===== src/rtl/quadrature_feedback.sv =====
// Quadrature encoder decoder with periodic position/velocity snapshots for a control loop.
// Define ENCODER_INDEX_EN to add the enc_index input, which zeroes the count on its rising edge.
module quadrature_feedback #(
    parameter int unsigned SYNC_STAGES = 2
) (
    input  logic               clock,
    input  logic               reset,
    input  logic               enc_a,
    input  logic               enc_b,
`ifdef ENCODER_INDEX_EN
    input  logic               enc_index,
`endif
    input  logic               zero_position,
    input  logic [31:0]        update_period,
    output logic signed [31:0] position,
    output logic signed [31:0] velocity,
    output logic               controller_update,
    output logic [15:0]        error_count
);

    logic [SYNC_STAGES-1:0] sync_a_q, sync_b_q, fill_q;
    logic [1:0]             cur_ab, prev_ab_q, ab_diff;
    logic                   primed_q;
    logic                   step_up_q, step_dn_q, illegal_q;
    logic [31:0]            count_q, count_d, ref_q, ref_d, period_q, period_d;
    logic                   strobe, clear, index_rise;

    assign cur_ab  = {sync_a_q[SYNC_STAGES-1], sync_b_q[SYNC_STAGES-1]};
    assign ab_diff = cur_ab ^ prev_ab_q;

    // fill_q marks when the synchronizer holds a genuine post-reset sample.
    always_ff @(posedge clock or negedge reset) begin
        if (!reset) begin
            sync_a_q <= '0;
            sync_b_q <= '0;
            fill_q   <= '0;
        end else begin
            sync_a_q <= {sync_a_q[SYNC_STAGES-2:0], enc_a};
            sync_b_q <= {sync_b_q[SYNC_STAGES-2:0], enc_b};
            fill_q   <= {fill_q[SYNC_STAGES-2:0], 1'b1};
        end
    end

    // First real sample only seeds prev_ab_q; decoding starts on the sample after it.
    always_ff @(posedge clock or negedge reset) begin
        if (!reset) begin
            prev_ab_q <= 2'b00;
            primed_q  <= 1'b0;
            step_up_q <= 1'b0;
            step_dn_q <= 1'b0;
            illegal_q <= 1'b0;
        end else begin
            prev_ab_q <= cur_ab;
            primed_q  <= primed_q | fill_q[SYNC_STAGES-1];
            step_up_q <= primed_q && (^ab_diff) && (prev_ab_q[1] ^ cur_ab[0]);
            step_dn_q <= primed_q && (^ab_diff) && !(prev_ab_q[1] ^ cur_ab[0]);
            illegal_q <= primed_q && (&ab_diff);
        end
    end

`ifdef ENCODER_INDEX_EN
    logic [SYNC_STAGES-1:0] sync_i_q;
    logic                   index_prev_q;

    always_ff @(posedge clock or negedge reset) begin
        if (!reset) begin
            sync_i_q     <= '0;
            index_prev_q <= 1'b0;
        end else begin
            sync_i_q     <= {sync_i_q[SYNC_STAGES-2:0], enc_index};
            index_prev_q <= sync_i_q[SYNC_STAGES-1];
        end
    end

    assign index_rise = sync_i_q[SYNC_STAGES-1] & ~index_prev_q;
`else
    assign index_rise = 1'b0;
`endif

    assign clear = zero_position | index_rise;

    // Lowering update_period below the current count forces an immediate strobe.
    assign strobe = (update_period != 32'd0) &&
                    (({1'b0, period_q} + 33'd1) >= {1'b0, update_period});

    always_comb begin
        period_d = period_q + 32'd1;
        if (update_period == 32'd0 || strobe) begin
            period_d = 32'd0;
        end

        count_d = count_q;
        if (clear) begin
            count_d = 32'd0;
        end else if (step_up_q) begin
            count_d = count_q + 32'd1;
        end else if (step_dn_q) begin
            count_d = count_q - 32'd1;
        end

        ref_d = ref_q;
        if (clear) begin
            ref_d = 32'd0;
        end else if (strobe) begin
            ref_d = count_q;
        end
    end

    always_ff @(posedge clock or negedge reset) begin
        if (!reset) begin
            count_q           <= 32'd0;
            ref_q             <= 32'd0;
            period_q          <= 32'd0;
            position          <= 32'sd0;
            velocity          <= 32'sd0;
            controller_update <= 1'b0;
            error_count       <= 16'd0;
        end else begin
            count_q           <= count_d;
            ref_q             <= ref_d;
            period_q          <= period_d;
            controller_update <= strobe;
            if (strobe) begin
                position <= count_q;
                velocity <= count_q - ref_q;
            end
            if (illegal_q && error_count != 16'hFFFF) begin
                error_count <= error_count + 16'd1;
            end
        end
    end

endmodule


===== config.mk =====
export PLATFORM = sky130hd
export DESIGN_NAME = quadrature_feedback
export DESIGN_NICKNAME = d
export VERILOG_FILES = /design/src/rtl/quadrature_feedback.sv
export SDC_FILE = /design/constraint.sdc
export NUM_CORES = 1
export LEC_CHECK = 0
export ABC_AREA = 0
export CORE_AREA = 2 2 203 205
export CTS_BUF_LIST = sky130_fd_sc_hd__clkbuf_8
export DETAILED_ROUTE_END_ITERATION = 7
export DIE_AREA = 0 0 205 207
export GPL_ROUTABILITY_DRIVEN = 0
export SLEW_MARGIN = 20
export SYNTH_ARGS = -nofsm -noshare
export SYNTH_HDL_FRONTEND = slang
export SYNTH_SLANG_ARGS = --single-unit

===== constraint.sdc =====
create_clock -name clock -period 6.2 [get_ports clock]
set_input_delay 1.86 -clock clock [delete_from_list [all_inputs] [get_ports clock]]
set_output_delay 1.86 -clock clock [all_outputs]
set_load 0.01 [all_outputs]

* After elaboration in Yosys (flattened, before gate mapping)
Cells that the tools add are included.
Storage, ports and cells: word-level logic and storage cells 46, register bits 189, input bits 37
Operators by class: magnitude comparators 1, muxes and demuxes 6, reductions and logical operators 14, eq/ne operators 1, bitwise logic cells 3, $add $sub $neg 6
Operators by type and width (count):
- $mux 32 | 6
- $add 32x1->32 const B | 2
- $add 32x1->33 const B | 1
- $ge 33x32->1 | 1
- $logic_not 32->1 | 1
- $reduce_bool 32->1 | 1
- $sub 32x1->32 const B | 1
- $sub 32x32->32 | 1
- $add 16x1->16 const B | 1
- $ne 16x16->1 const B | 1
- $logic_and 1x1->1 | 6
- $reduce_bool 3->1 | 1
- $reduce_and 2->1 | 1
- $reduce_bool 2->1 | 1
- $reduce_xor 2->1 | 1
- $xor 2x2->2 | 1
- $logic_not 1->1 | 1
- $logic_or 1x1->1 | 1
- $or 1x1->1 | 1
- $xor 1x1->1 | 1

* Depth between registers and ports, before layout
Gate-level depths: netlist of the first run.
depth after elaboration 5, depth in mapped cells 21

* Worst setup path before layout of the first run
No wires, ideal clock.
kind input -> register, start in update_period[14], end reg position[10], data required time 6075 ps, stages 10, slack 2214 ps, buffers on the path 1, arrival 3862 ps, cells stage by stage inv_1 > ha_1 > a21o_1 > a21oi_1 > nor2b_1 > a311oi_1 > o221a_2 > a21o_1 > buf_1 > mux2_2
Between the ends: cells in the longest elaborated chain, start to end 2, elaborated cells between the ends (all ways) 3, those cells by class order compare (1); reduce/logical (2)
Ends and longest elaborated chain:
- start: declaration | line 14 | input logic [31:0] update_period,
- $ge 33x32->1 / $reduce_bool 32->1 (equally long branches) | line 84, 83
- $logic_and 1x1->1 * | line 83 | assign strobe = (update_period != 32'd0) &&
- end signal: assignment | line 124 | position <= count_q;
- end: declaration | line 15 | output logic signed [31:0] position,
Every way passes the cells marked *; elsewhere a longest branch is shown, timed or not. A chain may end at the register's enable or synchronous reset.

* Worst setup path after layout of the first run
start reg period_q[9], end reg velocity[14]
Between the ends: cells in the longest elaborated chain, start to end 3
Ends and longest elaborated chain:
- start: declaration | line 25 | logic [31:0] count_q, count_d, ref_q, ref_d, period_q, period_d;
- start signal: assignment | line 121 | period_q <= period_d;
- $add 32x1->33 | line 84 | (({1'b0, period_q} + 33'd1) >= {1'b0, update_period});
- $ge 33x32->1 | line 84
- $logic_and 1x1->1 | line 83
- end signal: assignment | line 125 | velocity <= count_q - ref_q;
- end: declaration | line 16 | output logic signed [31:0] velocity,
No other way between the ends.

==> results of run 1 <==
==> power by group <==
group          total [mW]  switching [mW]  internal (mW)
combinational        2.43            1.35           1.09
sequential           1.51           0.169           1.34
clock               0.834           0.459          0.375
total                4.77            1.98           2.80
==> state kept, by name, summed over array words and instances, names as in the netlist, 16 cells and up <==
register,count
count_q,32
error_count,16
period_q,32
position,32
ref_q,32
velocity,32
==> through the flow <==
step / instance area, um^2 / utilization (%) / cells / hold WS, ns / power [mW]
floorplan: 11520 / - / 1196 / 0.3312 / 3.353
global placement: 13290 / 32.91 / 1820 / 0.3336 / 3.917
detailed placement: 13290 / 32.91 / 1820 / 0.3347 / 3.937
CTS: 13670 / 33.87 / 1852 / 0.3670 / 4.807
global route: 13670 / 33.87 / 1852 / 0.3707 / 5.179
finish: 13670 / 33.87 / 1852 / 0.3632 / 4.772
==> worst max path at each step <==
stage / from / cells after the start / to / slack [ns]
2_1_floorplan: update_period[14] / 10 / position[10] / 2.21
3_3_place_gp: update_period[9] / 11 / velocity[15] / 1.16
3_5_place_dp: update_period[9] / 11 / velocity[11] / 1.14
4_1_cts: period_q[9] / 17 / velocity[15] / 1.51
5_1_grt: period_q[9] / 17 / velocity[12] / 1.19
6_report: period_q[9] / 17 / velocity[14] / 1.53
==> worst max-delay path, stage by stage (launching register included) <==
cell and delay [ns]:
sky130_fd_sc_hd__dfrtp_1 0.40, sky130_fd_sc_hd__nand3_1 0.11, sky130_fd_sc_hd__or2_2 0.37, sky130_fd_sc_hd__nor3_1 0.32, sky130_fd_sc_hd__nand2b_1 0.16, sky130_fd_sc_hd__or2_2 0.38, sky130_fd_sc_hd__nor2b_1 0.32, sky130_fd_sc_hd__nand3_1 0.15
sky130_fd_sc_hd__xnor2_1 0.17, sky130_fd_sc_hd__ha_1 0.30, sky130_fd_sc_hd__nand3_1 0.10, sky130_fd_sc_hd__nor2_1 0.17, sky130_fd_sc_hd__nand2_1 0.10, sky130_fd_sc_hd__o221a_2 0.26, sky130_fd_sc_hd__a21o_2 0.21, sky130_fd_sc_hd__clkinv_2 0.19
sky130_fd_sc_hd__buf_4 0.45, sky130_fd_sc_hd__mux2_2 0.39
==> cells in the final DEF, fill, tap and decap left out, types with 21 or more instances in the layout <==
cell and n:
sky130_fd_sc_hd__ha_1 96, sky130_fd_sc_hd__a22o_1 21, sky130_fd_sc_hd__nor2_1 120, sky130_fd_sc_hd__dfrtp_1 189
sky130_fd_sc_hd__a21o_1 38, sky130_fd_sc_hd__mux2_2 54, sky130_fd_sc_hd__o21ai_0 40, sky130_fd_sc_hd__nand2_1 66
sky130_fd_sc_hd__nand3_1 31, sky130_fd_sc_hd__xor2_1 39, sky130_fd_sc_hd__a21oi_1 91, sky130_fd_sc_hd__xnor2_1 58
sky130_fd_sc_hd__clkdlybuf4s50_1 116, sky130_fd_sc_hd__inv_1 85, sky130_fd_sc_hd__nor2b_1 40
==> cell type report <==
type / instances / area (um^2) / share of cell area, %
Clock buffer: 19 / 261.5 / 1.913
Inverter: 83 / 312.8 / 2.288
Clock inverter: 13 / 123.9 / 0.9060
Timing Repair Buffer: 127 / 1250 / 9.142
Multi-Input combinational cell: 889 / 6329 / 46.29
Tap cell: 532 / 665.6 / 4.869
Sequential cell: 189 / 4730 / 34.59
==> cell families (layout without fill, tap and decap cells) <==
| group | count (synthesis) | in the layout | share of synthesized area (%) |
|---|---|---|---|
| flops | 189 | 189 | 41.05 |
| buf+inv | 118 | 242 | 4.073 |
| xor+xnor | 97 | 97 | 7.374 |
| simple gates | 359 | 359 | 15.44 |
| mux | 58 | 58 | 5.626 |
| fa+ha+maj | 98 | 98 | 10.77 |
| other cells | 1 | 1 | 0.03255 |
| compound gates | 276 | 276 | 15.63 |
==> routing by layer <==
layer  wire length, um  track usage (%)  vias up  part of all wire [%]
met5                 0                0        -                     0
li1                  -                -     4437                     -
met2             13010            21.84      139                    47
met1             13600            18.36     4281                    49
met3               975            2.926       20                   3.5
met4               288            2.555        0                   1.0
==> impl_metrics.toml, run 1 <==
[outcome]
status = "finished clean"

[clock_network]
cts.repair.resized = 0
clock_sink_count = 189
cts_inserted_buffers = 17
cts_tree = "done"
number_of_levels_the_h_tree_was_split_into = 4
path_clk_slew_ns = 0.09
clockRootBuffer = "sky130_fd_sc_hd__clkbuf_8"
postCtsHoldBufs = 0
count_of_buffers_added_by_post_cts_timing_repair_for_setup = 0
clock_insertion_delay_worst_skew_ns = 0.50
cts_buffer_depth = 2

[die]
dieArea_um2 = 42440
top_level_i_o_count = 118
core_area_um2 = 40370
floorplan.rows = 74
die_width_um = 205
die_height_um = 207
floorplan.initialDensity_pct = 28.54

[timing]
max_slew.worst_pin.slew_ns = 0.9507
finalWorstPathRequiredPeriod_ns = 4.672
finalSetupViolations = 0
hold_violations = 0
fin_setup_tns_ns = 0
timing.clock.skew_ns = 0.01273
grt_setup_unrepaired = "no"
clock.fmax_mhz = 214.0
fin_crit_sh_pct = 75.36
final_critical_path_setup_slack_ns = 1.528
slew_hr_pct = 34.98
timing.final.max_slew_violations = 0

[min_path]
hold_path_depth = 0
holdCritPathClass = "flip-flop to flip-flop"
whs_endpoint = "sync_b_q[1]"
hp-start = "sync_b_q[0]"

[worst_setup_path]
peak_fanout_along_the_critical_path = 44
critPathArrivalTime_ns = 5.06
worstRegToRegCells = 17
critical_path_class = "flip-flop to flip-flop"
worst_ep_required_time_ns = 6.59
reg2reg_from = "period_q[9]"
r2r-end = "velocity[14]"
worst_reg_to_reg_setup_slack_ns = 1.53
worst_setup_path_end_kind = "flip-flop"
startpoint_type = "flip-flop"

[power_and_ir_drop]
power_leakage_nw = 6.461
power.density_cell_area_nw_per_um2 = 349.0
peakVddDrop_mv = 0.1630

[routing]
drtPass1Iterations = 5
remaining_drc_errors = 0
drt-total-wl_mm = 27.88
vias_post_dr = 8877
detail_route.vias_per_cell = 4.793
detailedRoute.firstIterationViolations = 394
drt-wirelength-per-cell_um = 15.05
final_antenna_net_count = 0

[global_routing]
first_pass_grt_wire_length_mm = 45.66
track_usage_pct = 13.42
grt_remaining_overflow = 0
grt_start_max_net_pins = 115
antenna_found_initial = 0
via_count_of_the_first_global_routing_pass = 8851

[synthesis]
synthTopCellsByArea = "sky130_fd_sc_hd__dfrtp_1 41%, sky130_fd_sc_hd__ha_1 10%, sky130_fd_sc_hd__mux2_2 5.3%, sky130_fd_sc_hd__xnor2_1 4.4%, sky130_fd_sc_hd__a21oi_1 4.0%"
post-synth-top-count-cell = "sky130_fd_sc_hd__dfrtp_1"
syn_area_per_cell_um2 = 9.633
synth.ff_latch_count = 189
synth_async_sr_flop_share_pct = 100.0
synthCells = 1196
synth-main-ff-cell = "sky130_fd_sc_hd__dfrtp_1"
synth_nets = 1331
synth_warnings = 0
count_of_distinct_cell_types_in_the_synthesized_netlist = 65
number_of_enable_type_register_cells_in_the_synthesized_netlist = 0
yosys.area.top_type_share_pct = 41.05
synthTopCellsByCount = "189 x sky130_fd_sc_hd__dfrtp_1, 120 x sky130_fd_sc_hd__nor2_1, 96 x sky130_fd_sc_hd__ha_1"
synth_largest_area_cell = "sky130_fd_sc_hd__dfrtp_1"
synth.yosys.seq_area_share_pct = 41.05
synth.cell_area_um2 = 11520

[cells_and_area]
syn2layout_area_growth_pct = 18.67
drive_above_1_share_pct = 8.258
num_antenna_cells = 0
layout.filler_cells = 4177
finish.net_count = 1442

[placement]
place_ws_ns = 1.139
portBuffers = 117
place_hpwl_mm = 20.49

[flow_run]
max_capacitance_violation_total = 0
(Power assumes the default switching activity.)
==> run 2, diff against run 1 <==
==> constraint.sdc (replaced) <==
create_clock -name clock -period 4.7 [get_ports clock]
set_input_delay 1.41 -clock clock [delete_from_list [all_inputs] [get_ports clock]]
set_output_delay 1.41 -clock clock [all_outputs]
set_load 0.01 [all_outputs]
==> impl_metrics.toml, run 2 (same netlist as run 1, synthesis figures left out) <==
[cells_and_area]
finish.net_count = 1450
layout.filler_cells = 4187
layout.cells.most_common_list = "189 x sky130_fd_sc_hd__dfrtp_1, 120 x sky130_fd_sc_hd__nor2_1, 116 x sky130_fd_sc_hd__clkdlybuf4s50_1, 96 x sky130_fd_sc_hd__ha_1, 91 x sky130_fd_sc_hd__a21oi_1"
finalNonFillerCells = 1861
drive_above_1_share_pct = 8.961
syn2layout_area_growth_pct = 20.03
layout_commonest_cell = "sky130_fd_sc_hd__dfrtp_1"
fin_area_um2 = 13830

[power_and_ir_drop]
power_leakage_nw = 6.530
power.density_cell_area_nw_per_um2 = 465.7
finalPower_mw = 6.440
peakVddDrop_mv = 0.2439

[placement]
place_area_um2 = 13380
portBuffers = 117
place_ws_ns = 0.2445
place_hpwl_mm = 21.16
placed_cells = 1828

[routing]
detailedRoute.firstIterationViolations = 389
remaining_drc_errors = 0
drt-wirelength-per-cell_um = 15.12
drtPass1Iterations = 4
vias_post_dr = 8937
drt-total-wl_mm = 28.13
detail_route.vias_per_cell = 4.802
final_antenna_net_count = 0

[clock_network]
count_of_buffers_added_by_post_cts_timing_repair_for_setup = 0
clock_sink_count = 189
clockRootBuffer = "sky130_fd_sc_hd__clkbuf_8"
cts_buffer_depth = 2
number_of_levels_the_h_tree_was_split_into = 4
cts_inserted_buffers = 17
cts_tree = "done"
cts.repair.resized = 0
postCtsHoldBufs = 0
path_clk_slew_ns = 0.10
clock_insertion_delay_worst_skew_ns = 0.52

[die]
dieArea_um2 = 42440
floorplan.initialDensity_pct = 28.54
floorplan.rows = 74
die_height_um = 207
die_width_um = 205
top_level_i_o_count = 118
core_area_um2 = 40370

[worst_setup_path]
startpoint_type = "flip-flop"
worst_reg_to_reg_setup_slack_ns = 0.43
reg2reg_from = "period_q[9]"
critPathArrivalTime_ns = 4.66
worstRegToRegCells = 17
r2r-end = "velocity[17]"
worst_ep_required_time_ns = 5.10
worst_setup_path_end_kind = "flip-flop"
critical_path_class = "flip-flop to flip-flop"
peak_fanout_along_the_critical_path = 44

[min_path]
hp-start = "fill_q[0]"
holdCritPathClass = "flip-flop to flip-flop"
whs_endpoint = "fill_q[1]"
hold_path_depth = 0

[timing]
clock.fmax_mhz = 234.3
fin_crit_sh_pct = 90.81
hold_violations = 0
finalSetupViolations = 0
max_slew.worst_pin.slew_ns = 0.7881
timing.final.max_slew_violations = 0
grt_setup_unrepaired = "no"
finalWorstPathRequiredPeriod_ns = 4.268
timing.clock.skew_ns = 0.01785
final_critical_path_setup_slack_ns = 0.4320
slew_hr_pct = 47.46
fin_setup_tns_ns = 0

[global_routing]
grt_remaining_overflow = 0
via_count_of_the_first_global_routing_pass = 8960
grt_start_max_net_pins = 91
first_pass_grt_wire_length_mm = 46.82
track_usage_pct = 13.78
antenna_found_initial = 1

[flow_run]
max_capacitance_violation_total = 0

[outcome]
status = "finished clean"
-- run 2: critical path: stages, from the launching register on --
cell and delay [ns]:
sky130_fd_sc_hd__dfrtp_1 0.40, sky130_fd_sc_hd__nand3_1 0.10, sky130_fd_sc_hd__or2_2 0.36, sky130_fd_sc_hd__nor3_1 0.27, sky130_fd_sc_hd__nand2b_1 0.15, sky130_fd_sc_hd__or2_2 0.36, sky130_fd_sc_hd__nor2b_1 0.26, sky130_fd_sc_hd__nand3_1 0.13
sky130_fd_sc_hd__xnor2_1 0.16, sky130_fd_sc_hd__ha_1 0.31, sky130_fd_sc_hd__nand3_1 0.11, sky130_fd_sc_hd__nor2_1 0.17, sky130_fd_sc_hd__nand2_1 0.09, sky130_fd_sc_hd__o221a_2 0.26, sky130_fd_sc_hd__a21o_2 0.23, sky130_fd_sc_hd__clkinv_2 0.16
sky130_fd_sc_hd__buf_12 0.23, sky130_fd_sc_hd__mux2_2 0.36
-- run 2: power breakdown --
| group | total, mW | leakage, nW | switching, mW | internal, mW |
|---|---|---|---|---|
| combinational | 3.22 | 3.80 | 1.78 | 1.44 |
| sequential | 1.99 | 2.50 | 0.228 | 1.76 |
| clock | 1.23 | 0.226 | 0.644 | 0.589 |
| total | 6.44 | 6.53 | 2.65 | 3.79 |
-- run 2: worst max path at each step --
stage	start	end	slack [ns]	cells after the start
3_3_place_gp	update_period[14]	position[17]	0.32	12
2_1_floorplan	period_q[9]	position[10]	0.99	17
3_5_place_dp	update_period[14]	position[19]	0.24	12
4_1_cts	period_q[0]	position[19]	0.44	16
6_report	period_q[9]	velocity[17]	0.43	17
5_1_grt	period_q[9]	velocity[28]	0.12	18
-- run 2: area by class of cell --
class                      count  area, um^2  area share [%]
inverter                      83       312.8           2.262
clock inverter                15       207.7           1.502
multi-input combinational    889        6329           45.77
tap                          532       665.6           4.814
antenna                        1       2.502         0.01810
sequential                   189        4730           34.20
clock buffer                  17       234.0           1.692
timing repair buffer         135        1348           9.745
-- run 2: layer usage --
metal / part of all wire, % / wire (um) / GRT usage [%]
met5: 0 / 0 / 0
met1: 49 / 13690 / 18.40
met3: 3.7 / 1030 / 3.272
met4: 1.4 / 388 / 3.349
met2: 46 / 13020 / 22.43
-- run 2: through the flow --
stage / hold slack [ns] / utilization [%]
detailed placement: 0.3357 / 33.15
global route: 0.3861 / 34.25
finish: 0.3599 / 34.25
CTS: 0.3641 / 34.25
global placement: 0.3335 / 33.15
floorplan: 0.3312 / -
==> run 3, diff against run 2 <==
--- a/config.mk
+++ b/config.mk
@@ -7,10 +7,10 @@
 export LEC_CHECK = 0
 export ABC_AREA = 0
 export CORE_AREA = 2 2 203 205
-export CTS_BUF_LIST = sky130_fd_sc_hd__clkbuf_8
 export DETAILED_ROUTE_END_ITERATION = 7
 export DIE_AREA = 0 0 205 207
 export GPL_ROUTABILITY_DRIVEN = 0
+export PLACE_DENSITY = 0.57
 export SLEW_MARGIN = 20
 export SYNTH_ARGS = -nofsm -noshare
 export SYNTH_HDL_FRONTEND = slang
==> impl_metrics.toml, run 3 (same netlist as run 1, synthesis figures left out) <==
[clock_network]
postCtsHoldBufs = 0
clock_sink_count = 189
clockRootBuffer = "sky130_fd_sc_hd__clkbuf_16"
clock_insertion_delay_worst_skew_ns = 0.47
cts_buffer_depth = 2
count_of_buffers_added_by_post_cts_timing_repair_for_setup = 0
cts.repair.resized = 0
path_clk_slew_ns = 0.07
cts_tree = "done"
cts_inserted_buffers = 17
number_of_levels_the_h_tree_was_split_into = 4

[power_and_ir_drop]
intPower_mw = 3.970
power.clock.fraction_pct = 22.2
power.density_cell_area_nw_per_um2 = 478.6
peakVddDrop_mv = 0.2345
sequentialPowerShare_pct = 29.7
pwr-share-comb_pct = 48.1
p_switching_mw = 2.716
power_leakage_nw = 6.581
power_switching_share_pct = 40.62

[placement]
place_area_um2 = 13370
place_hpwl_mm = 20.63
portBuffers = 117

[timing]
finalWorstPathRequiredPeriod_ns = 4.262
fin_setup_tns_ns = 0
fin_crit_sh_pct = 90.68
clock.fmax_mhz = 234.6
timing.clock.skew_ns = 0.01399
grt_setup_unrepaired = "no"
hold_violations = 0
finalSetupViolations = 0
timing.final.max_slew_violations = 0
slew_hr_pct = 35.63
max_slew.worst_pin.slew_ns = 0.9620

[worst_setup_path]
startpoint_type = "flip-flop"
path_cells = "nand3_1, or2_2, nor3_1, nand2b_1, or2_2, nor2b_1, nand3_1, xnor2_1, ha_1, nand3_1, nor2_1, nand2_1, o221a_2, a21o_2, clkinv_2, buf_12, mux2_2"
critPathArrivalTime_ns = 4.61
peak_fanout_along_the_critical_path = 44
startpoint = "period_q[9]"
critPathMaxStageDelay_ns = 0.39
worstRegToRegCells = 17
reg2reg_from = "period_q[9]"
critical_path_class = "flip-flop to flip-flop"
worst_ep_required_time_ns = 5.05
critical-path-slowest-cell = "sky130_fd_sc_hd__dfrtp_1"
path_common_cell = "sky130_fd_sc_hd__nand3_1"
worst_setup_path_end_kind = "flip-flop"

[die]
floorplan.initialDensity_pct = 28.54
die_height_um = 207
die_width_um = 205
floorplan.rows = 74
dieArea_um2 = 42440
core_area_um2 = 40370
top_level_i_o_count = 118

[cells_and_area]
final_core_util_pct = 34.61
drive_above_1_share_pct = 8.755
fin_area_um2 = 13970
finish.net_count = 1447
layout.cells.most_common_list = "189 x sky130_fd_sc_hd__dfrtp_1, 120 x sky130_fd_sc_hd__nor2_1, 116 x sky130_fd_sc_hd__clkdlybuf4s50_1, 96 x sky130_fd_sc_hd__ha_1, 91 x sky130_fd_sc_hd__a21oi_1"
layout_commonest_cell = "sky130_fd_sc_hd__dfrtp_1"
syn2layout_area_growth_pct = 21.25

[routing]
remaining_drc_errors = 0
vias_post_dr = 8906
drt-wirelength-per-cell_um = 15.05
routed-wl-met3_mm = 1.143
final_antenna_net_count = 0
detail_route.vias_per_cell = 4.793
detailedRoute.firstIterationViolations = 431
drtPass1Iterations = 4
m1WireLength_mm = 13.67
drt-total-wl_mm = 27.96
topRoutingLayerUsed = "met4"
dr_wl_met2_mm = 12.74

[global_routing]
grt_start_max_net_pins = 89
track_usage_pct = 13.58
antenna_found_initial = 1
grt_remaining_overflow = 0
via_count_of_the_first_global_routing_pass = 8782
first_pass_grt_wire_length_mm = 46.20

[flow_run]
max_capacitance_violation_total = 0

[outcome]
status = "finished clean"

[min_path]
holdCritPathClass = "flip-flop to flip-flop"
hold_path_depth = 0
hp-start = "fill_q[0]"
run 3: cell types whose count changed in the layout (fill, tap and decap cells not counted), sizes merged:
cell,change
bufinv,-3
clkinvlp,+1
inv,-1
clkbuf,+2
clkinv,+1
buf,-3
run 3: routing by layer:
metal | GRT usage, % | vias to the layer above
met1 | 18.58 | 4262
met4 | 3.895 | 0
li1 | - | 4460
met2 | 21.51 | 155
met5 | 0 | -
met3 | 2.942 | 29
run 3: worst paths after layout:
check,end,slack [ns]
worst max-delay path,velocity[19],0.44
worst min-delay path,fill_q[1],0.35
worst max register to register,velocity[19],0.44
worst min register to register,fill_q[1],0.35
max in group asynchronous,ref_q[20],2.83
min in group asynchronous,period_q[19],0.95
run 3: power by group through the flow:
stage	Sequential, mW	Clock [mW]	Combinational [mW]
2_1_floorplan	1.94	0	2.48
3_3_place_gp	2.02	0	3.17
3_5_place_dp	2.02	0	3.17
4_1_cts	1.99	1.53	3.21
5_1_grt	2.01	1.60	3.61
6_report	1.99	1.48	3.22
run 3: critical path, delay by kind of cell, from the launching register on:
| family | cells | cell delay [ns] |
|---|---|---|
| and+or+nand+nor | 10 | 1.97 |
| buffers and inverters | 2 | 0.42 |
| DFF | 1 | 0.39 |
| AOI/OAI and AO/OA | 2 | 0.50 |
| xor gates and xnor gates | 1 | 0.17 |
| muxes | 1 | 0.36 |
| adders and majority gates | 1 | 0.31 |
run 3: final cells by class:
type / instances / area [um^2]
diodes: 1 / 2.502
clock buffers: 19 / 442.9
clock inverters: 13 / 150.1
fillers: 4176 / 26400
inverters: 83 / 312.8
multi-input cells: 889 / 6329
flip-flops and latches: 189 / 4730
well taps: 532 / 665.6
repair buffers: 132 / 1338
run 3: stage by stage:
step | power [mW] | hold WS, ns | setup slack, ns | instances
after floorplan | 4.424 | 0.3312 | 0.9882 | 1196
after global placement | 5.192 | 0.3321 | 0.3818 | 1825
after detailed placement | 5.191 | 0.3381 | 0.3296 | 1825
after CTS | 6.735 | 0.3534 | 0.4557 | 1857
after global routing | 7.225 | 0.3550 | 0.09941 | 1857
final | 6.686 | 0.3514 | 0.4382 | 1858
